[src/rtl/keypad_pkg.sv]
// Shared types and constants for the 4x4 matrix keypad scanner.
// The row-priority helper is shared so every user resolves multi-key columns identically.
package keypad_pkg;

  localparam int ROWS   = 4;
  localparam int COLS   = 4;
  localparam int CODE_W = 4;

  typedef enum logic [1:0] {
    SCAN     = 2'd0,
    DEBOUNCE = 2'd1,
    HELD     = 2'd2
  } scan_state_e;

  // Index of the lowest-numbered active-low row; lower rows win on ties.
  function automatic logic [1:0] lowest_low_row(input logic [ROWS-1:0] rows);
    logic [1:0] idx;
    idx = 2'd0;
    for (int i = ROWS - 1; i >= 0; i--) begin
      if (!rows[i]) idx = 2'(i);
    end
    return idx;
  endfunction

endpackage

[src/rtl/key_sync.sv]
// Two-flop synchronizer for asynchronous, pulled-up inputs.
// Resets to all-ones so an idle (released) keypad is seen during and after reset.
module key_sync #(
  parameter int WIDTH = 4
) (
  input  logic             clk,
  input  logic             srst,
  input  logic [WIDTH-1:0] din,
  output logic [WIDTH-1:0] dout
);

  logic [WIDTH-1:0] meta_q;
  logic [WIDTH-1:0] sync_q;

  always_ff @(posedge clk) begin
    if (srst) begin
      meta_q <= '1;
      sync_q <= '1;
    end else begin
      meta_q <= din;
      sync_q <= meta_q;
    end
  end

  assign dout = sync_q;

endmodule

[src/rtl/keypad_scanner.sv]
// 4x4 matrix keypad scanner: strobes one column per slot, debounces a single key,
// and reports it as a one-cycle KEY_VALID pulse with a held row*4+col code.
module keypad_scanner
  import keypad_pkg::*;
#(
  parameter int SCAN_DIV_BITS  = 10,
  parameter int DEBOUNCE_TICKS = 4
) (
  input  logic              CLK,
  input  logic              RST,
  input  logic [ROWS-1:0]   KEY_ROW,
  output logic [COLS-1:0]   KEY_COL,
  output logic              KEY_VALID,
  output logic [CODE_W-1:0] KEY_CODE,
  output logic              KEY_HELD
);

  localparam logic [3:0] DT_C = 4'(DEBOUNCE_TICKS);

  logic [ROWS-1:0] rows_s;

  key_sync #(
    .WIDTH(ROWS)
  ) u_row_sync (
    .clk (CLK),
    .srst(RST),
    .din (KEY_ROW),
    .dout(rows_s)
  );

  scan_state_e              state_q,     state_d;
  logic [SCAN_DIV_BITS-1:0] div_q,       div_d;
  logic [1:0]               col_q,       col_d;
  logic [1:0]               cand_row_q,  cand_row_d;
  logic [1:0]               cand_col_q,  cand_col_d;
  logic [3:0]               cnt_q,       cnt_d;
  logic [3:0]               rcnt_q,      rcnt_d;
  logic [COLS-1:0]          key_col_q,   key_col_d;
  logic                     key_valid_q, key_valid_d;
  logic [CODE_W-1:0]        key_code_q,  key_code_d;
  logic                     key_held_q,  key_held_d;

  logic       tick;
  logic       any_low;
  logic       cand_low;
  logic [1:0] low_row;
  logic [3:0] cnt_inc;
  logic [3:0] rcnt_inc;
  logic       accept;
  logic       advance;

  assign tick     = &div_q;
  assign any_low  = ~&rows_s;
  assign low_row  = lowest_low_row(rows_s);
  assign cand_low = ~rows_s[cand_row_q];
  assign cnt_inc  = cnt_q + 4'd1;
  assign rcnt_inc = rcnt_q + 4'd1;

  always_comb begin
    state_d     = state_q;
    div_d       = div_q + 1'b1;
    col_d       = col_q;
    cand_row_d  = cand_row_q;
    cand_col_d  = cand_col_q;
    cnt_d       = cnt_q;
    rcnt_d      = rcnt_q;
    key_valid_d = 1'b0;
    key_code_d  = key_code_q;
    key_held_d  = key_held_q;
    accept      = 1'b0;
    advance     = 1'b0;

    case (state_q)
      SCAN: begin
        if (tick) begin
          if (any_low) begin
            cand_row_d = low_row;
            cand_col_d = col_q;
            cnt_d      = 4'd1;
            if (DEBOUNCE_TICKS == 1) accept = 1'b1;
            else                     state_d = DEBOUNCE;
          end else begin
            advance = 1'b1;
          end
        end
      end

      DEBOUNCE: begin
        if (tick) begin
          if (cand_low) begin
            cnt_d = cnt_inc;
            if (cnt_inc == DT_C) accept = 1'b1;
          end else begin
            cnt_d   = 4'd0;
            state_d = SCAN;
            advance = 1'b1;
          end
        end
      end

      HELD: begin
        if (tick) begin
          if (!cand_low) begin
            if (rcnt_inc == DT_C) begin
              key_held_d = 1'b0;
              rcnt_d     = 4'd0;
              state_d    = SCAN;
              advance    = 1'b1;
            end else begin
              rcnt_d = rcnt_inc;
            end
          end else begin
            rcnt_d = 4'd0;
          end
        end
      end

      default: state_d = SCAN;
    endcase

    // Counters are cleared on acceptance so they can never run past the threshold.
    if (accept) begin
      key_code_d  = {cand_row_d, cand_col_d};
      key_valid_d = 1'b1;
      key_held_d  = 1'b1;
      cnt_d       = 4'd0;
      rcnt_d      = 4'd0;
      state_d     = HELD;
    end

    if (advance) col_d = col_q + 2'd1;

    key_col_d = ~(4'b0001 << col_d);
  end

  always_ff @(posedge CLK) begin
    if (RST) begin
      state_q     <= SCAN;
      div_q       <= '0;
      col_q       <= 2'd0;
      cand_row_q  <= 2'd0;
      cand_col_q  <= 2'd0;
      cnt_q       <= 4'd0;
      rcnt_q      <= 4'd0;
      key_col_q   <= 4'b1110;
      key_valid_q <= 1'b0;
      key_code_q  <= '0;
      key_held_q  <= 1'b0;
    end else begin
      state_q     <= state_d;
      div_q       <= div_d;
      col_q       <= col_d;
      cand_row_q  <= cand_row_d;
      cand_col_q  <= cand_col_d;
      cnt_q       <= cnt_d;
      rcnt_q      <= rcnt_d;
      key_col_q   <= key_col_d;
      key_valid_q <= key_valid_d;
      key_code_q  <= key_code_d;
      key_held_q  <= key_held_d;
    end
  end

  assign KEY_COL   = key_col_q;
  assign KEY_VALID = key_valid_q;
  assign KEY_CODE  = key_code_q;
  assign KEY_HELD  = key_held_q;

endmodule

[config.mk]
export PLATFORM = sky130hd
export DESIGN_NAME = keypad_scanner
export DESIGN_NICKNAME = d
export VERILOG_FILES = /design/src/rtl/keypad_pkg.sv /design/src/rtl/key_sync.sv /design/src/rtl/keypad_scanner.sv
export SDC_FILE = /design/constraint.sdc
export NUM_CORES = 1
export LEC_CHECK = 0
export ABC_CLOCK_PERIOD_IN_PS = 2000
export CORE_AREA = 5 5 80 67
export CTS_CLUSTER_DIAMETER = 30
export CTS_CLUSTER_SIZE = 40
export DETAILED_ROUTE_END_ITERATION = 12
export DIE_AREA = 0 0 85 72
export GPL_ROUTABILITY_DRIVEN = 0
export HOLD_SLACK_MARGIN = 0.1
export PLACE_DENSITY = 0.73
export SLEW_MARGIN = 10
export SYNTH_ARGS = -nofsm -noshare
export SYNTH_HDL_FRONTEND = slang
export SYNTH_HIERARCHICAL = 1
export SYNTH_SLANG_ARGS = --single-unit
[constraint.sdc]
create_clock -name CLK -period 2 [get_ports CLK]
set_input_delay 0.4 -clock CLK [delete_from_list [all_inputs] [get_ports CLK]]
set_output_delay 0.4 -clock CLK [all_outputs]
set_load 0.005 [all_outputs]
==> flow_metrics.tcl, run 1 <==
set metrics [dict create \
    drive_gt1_share_pct 14.18 \
    p_leak_uw 0.001017 \
    seqPwrFrac_pct 56.8 \
    htreeDepth 2 \
    intPower_uw 1224 \
    pwr-share-comb_pct 6.9 \
    hold_viol_final 0 \
    synth-seq-area-share_pct 40.88 \
    synth_seq_cells 44 \
    dr.pass1.iters 4 \
    tightestPinTransition_ns 0.4127 \
    hold_class "flip-flop to flip-flop" \
    grt_max_degree 16 \
    port_buffers 15 \
    diodes 0 \
    die_area_um2 6120 \
    p_switching_uw 359.7 \
    fp.dieW_um 85 \
    cts_resized 0 \
    place_ws_ns 0.06037 \
    drv_slew 0 \
    grt_pass1_wl_um 7017 \
    vias 1709 \
    hpwl_um 3022 \
    finalCritPeriodShare_pct 94.42 \
    rows 22 \
    drtIter0Drc 114 \
    pin_count 16 \
    grt_usage_pct 13.97 \
    post_cts_buffers 0 \
    area_growth_pct 18.93 \
    status "finished clean" \
    fin_tns_setup_ns 0 \
    clkSinkCount 44 \
    crit_type "flip-flop to flip-flop" \
    postSynthCellCount 233 \
    fin_ws_ns 0.1117 \
    synth_edf_count 0 \
    cap_violations 0 \
    start_util_pct 48.32 \
    core_region_area_um2 4459 \
    ys_warn_count 6 \
    max_freq_mhz 529.6 \
    synth_top_cell_area_share_pct 40.88 \
    synth.avg_cell_area_um2 9.247 \
    power.density_nw_per_um2 618.1 \
    m1WireLength_um 2079 \
    crit_required_ns 2.22 \
    routed-wl-met3_um 205 \
    setup_viol 0 \
    antenna_found_initial 0 \
    wirelength_um 4068 \
    synth_nets 248 \
    netlist_area_um2 2155 \
    period_needed_ns 1.888 \
    skew_ns 0.01067 \
    ir_drop_v 0.0003752 \
    synth-main-ff-cell "dfxtp_1" \
    highest_layer "met4" \
    cts_hold_buf 0 \
    grt_pass1_vias 1567 \
    die_h_um 72 \
    drt-vias-per-instance 5.324 \
    cts_tree "built" \
    cp-end-kind "flip-flop" \
    cts-buffers-inserted 5 \
    worstPathMaxFanout 9 \
    synth_area_leaders "dfxtp_1 41%, ha_1 5.2%, a21oi_1 3.5%" \
    start_kind "flip-flop" \
    max_slew_margin_pct 72.19 \
    switching_share_pct 22.71 \
    ys_types 51 \
    clkTransAtPathRegs_ns 0.09 \
    post_drt_wl_per_cell_um 12.67 \
    p_clk_share_pct 36.3 \
    yosys.area.top_type "dfxtp_1" \
    drc 0 \
    clk_latency_ns 0.30 \
    ant_nets 0 \
    fin_nets 275 \
    clock_path_buffers 2 \
    async_flop_share_pct 0 \
    overflow 0 \
    clockRootBuffer "clkbuf_8" \
    rsz0062_at_grt "false" \
    arrival_ns 2.11 \
    wl_met2_um 1734 \
]
==> worst paths after layout <==
| path | start | end | slack [ns] | depth (start not counted) |
|---|---|---|---|---|
| setup / recovery | cand_row_q[1]$_SDFF_PP0_ | KEY_COL[0]$_SDFF_PP0_ | 0.11 | 6 |
| hold / removal | u_row_sync/meta_q[0]$_SDFF_PP1_ | u_row_sync/dout[0]$_SDFF_PP1_ | 0.41 | 1 |
| setup reg to reg | cand_row_q[1]$_SDFF_PP0_ | KEY_COL[0]$_SDFF_PP0_ | 0.11 | 6 |
| hold reg to reg | u_row_sync/meta_q[0]$_SDFF_PP1_ | u_row_sync/dout[0]$_SDFF_PP1_ | 0.41 | 1 |
==> cell usage after synthesis (6+ instances only) <==
| library cell | instances |
|---|---|
| nor3_1 | 8 |
| nand4_1 | 7 |
| o21ai_0 | 11 |
| dfxtp_1 | 44 |
| nor2_1 | 20 |
| nand3_1 | 10 |
| ha_1 | 9 |
| nand2_1 | 13 |
| a21oi_1 | 15 |
| inv_1 | 8 |
| and3_1 | 6 |
| or2_1 | 8 |
==> cells in the final DEF (no fill, tap or decap), drive strengths merged, types with 2 or more instances in the layout <==
| cell type | count |
|---|---|
| a21boi | 4 |
| a21o | 3 |
| a21oi | 16 |
| a22oi | 2 |
| a311oi | 2 |
| and2 | 5 |
| and3 | 6 |
| and4 | 3 |
| buf | 13 |
| clkbuf | 7 |
| clkdlybuf4s50 | 15 |
| dfxtp | 44 |
| ha | 9 |
| inv | 8 |
| mux2i | 5 |
| nand2 | 13 |
| nand2b | 2 |
| nand3 | 10 |
| nand3b | 2 |
| nand4 | 8 |
| nor2 | 20 |
| nor2b | 5 |
| nor3 | 9 |
| o211ai | 2 |
| o21ai | 11 |
| o21ba | 2 |
| o21bai | 3 |
| or2 | 8 |
| or3 | 3 |
| xnor2 | 2 |
| xor2 | 4 |
==> critical path, stage by stage, from the launching register on <==
cell	delay [ns]
dfxtp_1	0.36
mux4_2	0.63
inv_1	0.16
a22oi_2	0.10
and2_1	0.17
buf_4	0.17
a221oi_2	0.22
==> power by group through the flow <==
stage / registers [µW] / logic (µW) / clock network (µW)
floorplan: 917 / 68.1 / 0
global placement: 920 / 107 / 0
detailed placement: 920 / 107 / 0
CTS: 900 / 108 / 592
global route: 902 / 122 / 627
finish: 900 / 109 / 575
==> through the flow <==
stage	instance area [µm²]	utilization (%)	std cells	total power (µW)	hold WS, ns
floorplan	2155	-	233	985.2	0.3832
global placement	2449	54.91	313	1026	0.3842
detailed placement	2449	54.91	313	1028	0.3937
CTS	2542	57.01	321	1599	0.4124
global route	2562	57.46	321	1650	0.4242
finish	2562	57.46	321	1584	0.4074
==> routing by layer <==
metal	GRT usage, %	vias to the layer above
met3	3.292	7
li1	-	889
met4	5.097	0
met5	0	-
met2	21.12	29
met1	19.46	784
==> flip-flops by register name, indices dropped and copies added (netlist names) <==
name / flops
KEY_HELD: 1
KEY_VALID: 1
rcnt_q: 4
u_row_sync/dout: 4
KEY_CODE: 4
state_q: 2
KEY_COL: 4
div_q: 10
cand_row_q: 2
cnt_q: 4
col_q: 2
u_row_sync/meta_q: 4
cand_col_q: 2
==> cell families after synthesis <==
logic type,count (synthesis),share of synthesized area [%]
AND/OR/NAND/NOR,96,25.61
AO/OA/AOI/OAI,55,18.47
flip-flops,44,40.88
buffers and inverters,16,3.310
adder cells (fa/ha/maj),9,5.227
multiplexers,7,4.065
XOR/XNOR,6,2.439
==> final cells by class <==
class                      count  area (µm²)
sequential                    44       880.8
clock buffer                   7       86.33
fill                         414        1897
multi-input combinational    173        1222
timing repair buffer          28       260.3
tap                           60       75.07
inverter                       8       30.03
clock inverter                 1       7.507
No activity file was read; power rests on OpenSTA's default activity.
==> run 2: changes to the inputs <==
CELL_PAD_IN_SITES_DETAIL_PLACEMENT = 0   (was unset)
CELL_PAD_IN_SITES_GLOBAL_PLACEMENT = 1   (was unset)
CORE_AREA = 5 5 89 74   (was 5 5 80 67)
DIE_AREA = 0 0 94 79   (was 0 0 85 72)
PLACE_DENSITY = 0.75   (was 0.73)
==> run 2 against run 1 <==
Global-route usage is 1.4 points lower; worst setup slack better by 0.016 ns; largest cell class unchanged; die area is 21% higher; combinational power hardly changed; clock power grew 19%; cell area rose by 3.0%; worst hold slack improved by 0.0011 ns; highest routed layer unchanged; clock-buffer cell count decreased by 2; largest power group unchanged; register-to-register slack gained 0.02 ns.
==> flow_metrics.tcl, run 2 (synthesized netlist as in run 1, its figures left out) <==
set metrics [dict create \
    status "finished clean" \
    hpwl_um 3120 \
    fillers 565 \
    grt_max_degree 27 \
    core_region_area_um2 5693 \
    clock_path_buffers 2 \
    p_leak_uw 0.001050 \
    pwr-share-comb_pct 6.6 \
    post_cts_buffers 0 \
    grt_pass1_wl_um 7555 \
    grt_usage_pct 12.59 \
    final_common_cell "dfxtp_1" \
    intPower_uw 1319 \
    cts_resized 0 \
    max_freq_mhz 534.2 \
    cts_hold_buf 0 \
    ir_drop_v 0.0004356 \
    drc 0 \
    dr.pass1.iters 4 \
    crit_type "flip-flop to flip-flop" \
    p_switching_uw 375.5 \
    clk_latency_ns 0.29 \
    fin_tns_setup_ns 0 \
    design_area_um2 2640 \
    regArea_um2 882.1 \
    largest_reg_flops 10 \
    drtIter0Drc 57 \
    wirelength_um 4316 \
    tightestPinTransition_ns 0.4547 \
    period_needed_ns 1.872 \
    p_clk_share_pct 40.3 \
    crit_required_ns 2.21 \
    path_cells "mux4_2 -> inv_1 -> a22oi_2 -> and2_4 -> buf_4 -> a221oi_2" \
    die_area_um2 7426 \
    worstPathMaxFanout 9 \
    slowest_delay_ns 0.63 \
    m1WireLength_um 2252 \
    seqPwrFrac_pct 53.1 \
    cp.depth 6 \
    cts-buffers-inserted 5 \
    routed-wl-met3_um 203 \
    fp.dieW_um 94 \
    rsz0062_at_grt "true" \
    cts_tree "built" \
    path_buf_inv 2 \
    clkSinkCount 44 \
    area_growth_pct 22.53 \
    final_util_pct 46.37 \
    holdPathStages 1 \
    clockRootBuffer "clkbuf_8" \
    htreeDepth 2 \
    crit_family "multiplexers" \
    post_drt_wl_per_cell_um 12.51 \
    overflow 0 \
    largest_register "div_q" \
    setup_viol 0 \
    cap_violations 0 \
    start_util_pct 37.85 \
    grt_pass1_vias 1609 \
    drive_gt1_share_pct 16.67 \
    r2r_cells 6 \
    fin_nets 278 \
    vias 1729 \
    arrival_ns 2.08 \
    multi_input_area_um2 1227 \
    port_buffers 15 \
    cpMaxStageDelayCell "mux4_2" \
    die_h_um 79 \
    diodes 0 \
    highest_layer "met4" \
    hold_class "flip-flop to flip-flop" \
    pin_count 16 \
    max_slew_margin_pct 69.59 \
    skew_ns 0.006427 \
    hold_viol_final 0 \
    cp-end-kind "flip-flop" \
    wl_met2_um 1838 \
    clkTransAtPathRegs_ns 0.09 \
    finalCritPeriodShare_pct 93.59 \
    place_area_um2 2497 \
    final_cell_mix "43 x dfxtp_1, 20 x nor2_1, 15 x a21oi_1, 15 x clkdlybuf4s50_1, 15 x buf_4" \
    power.density_nw_per_um2 642.0 \
    p_total_uw 1695 \
    rows 25 \
    ant_nets 0 \
    start_kind "flip-flop" \
    antenna_found_initial 0 \
    switching_share_pct 22.16 \
    drt-vias-per-instance 5.012 \
    drv_slew 0 \
]
[run 2: path summary, 6_finish.rpt]
check | start | end | slack, ns
min reg2reg | u_row_sync/meta_q[2]$_SDFF_PP1_ | u_row_sync/dout[2]$_SDFF_PP1_ | 0.41
min | u_row_sync/meta_q[2]$_SDFF_PP1_ | u_row_sync/dout[2]$_SDFF_PP1_ | 0.41
max reg2reg | cand_row_q[1]$_SDFF_PP0_ | KEY_COL[0]$_SDFF_PP0_ | 0.13
max | cand_row_q[1]$_SDFF_PP0_ | KEY_COL[0]$_SDFF_PP0_ | 0.13
[run 2: power groups by stage]
| stage | clock network [µW] | registers (µW) | logic (µW) |
|---|---|---|---|
| floorplan | 0 | 917 | 68.1 |
| global placement | 0 | 920 | 108 |
| detailed placement | 0 | 920 | 108 |
| CTS | 713 | 900 | 111 |
| global route | 755 | 902 | 124 |
| finish | 684 | 900 | 111 |
[run 2: area by class of cell]
type                       count  share of cell area (%)
timing repair buffer          31                   10.71
clock inverter                 3                   1.801
multi-input combinational    173                   46.49
inverter                       8                   1.137
clock buffer                   5                   2.607
sequential                    44                   33.41
tap                           81                   3.839
[run 2: layer usage]
| metal | vias up | track usage [%] |
|---|---|---|
| met4 | 0 | 3.030 |
| met2 | 35 | 19.42 |
| li1 | 898 | - |
| met5 | - | 0 |
| met1 | 792 | 17.59 |
| met3 | 4 | 3.220 |
[run 2: metrics by stage]
step / setup slack [ns] / cells / hold WS (ns)
3_5_place_dp: 0.05662 / 337 / 0.3899
3_3_place_gp: 0.1211 / 337 / 0.3855
6_report: 0.1281 / 345 / 0.4085
5_1_grt: -0.01598 / 345 / 0.4250
2_1_floorplan: 0.1003 / 233 / 0.3832
4_1_cts: 0.008274 / 345 / 0.4116
[run 2: worst register-to-register path: stages, from the launching register on]
cell and delay, ns:
dfxtp_1 0.35, mux4_2 0.63, inv_1 0.16, a22oi_2 0.12, and2_4 0.16, buf_4 0.15, a221oi_2 0.22
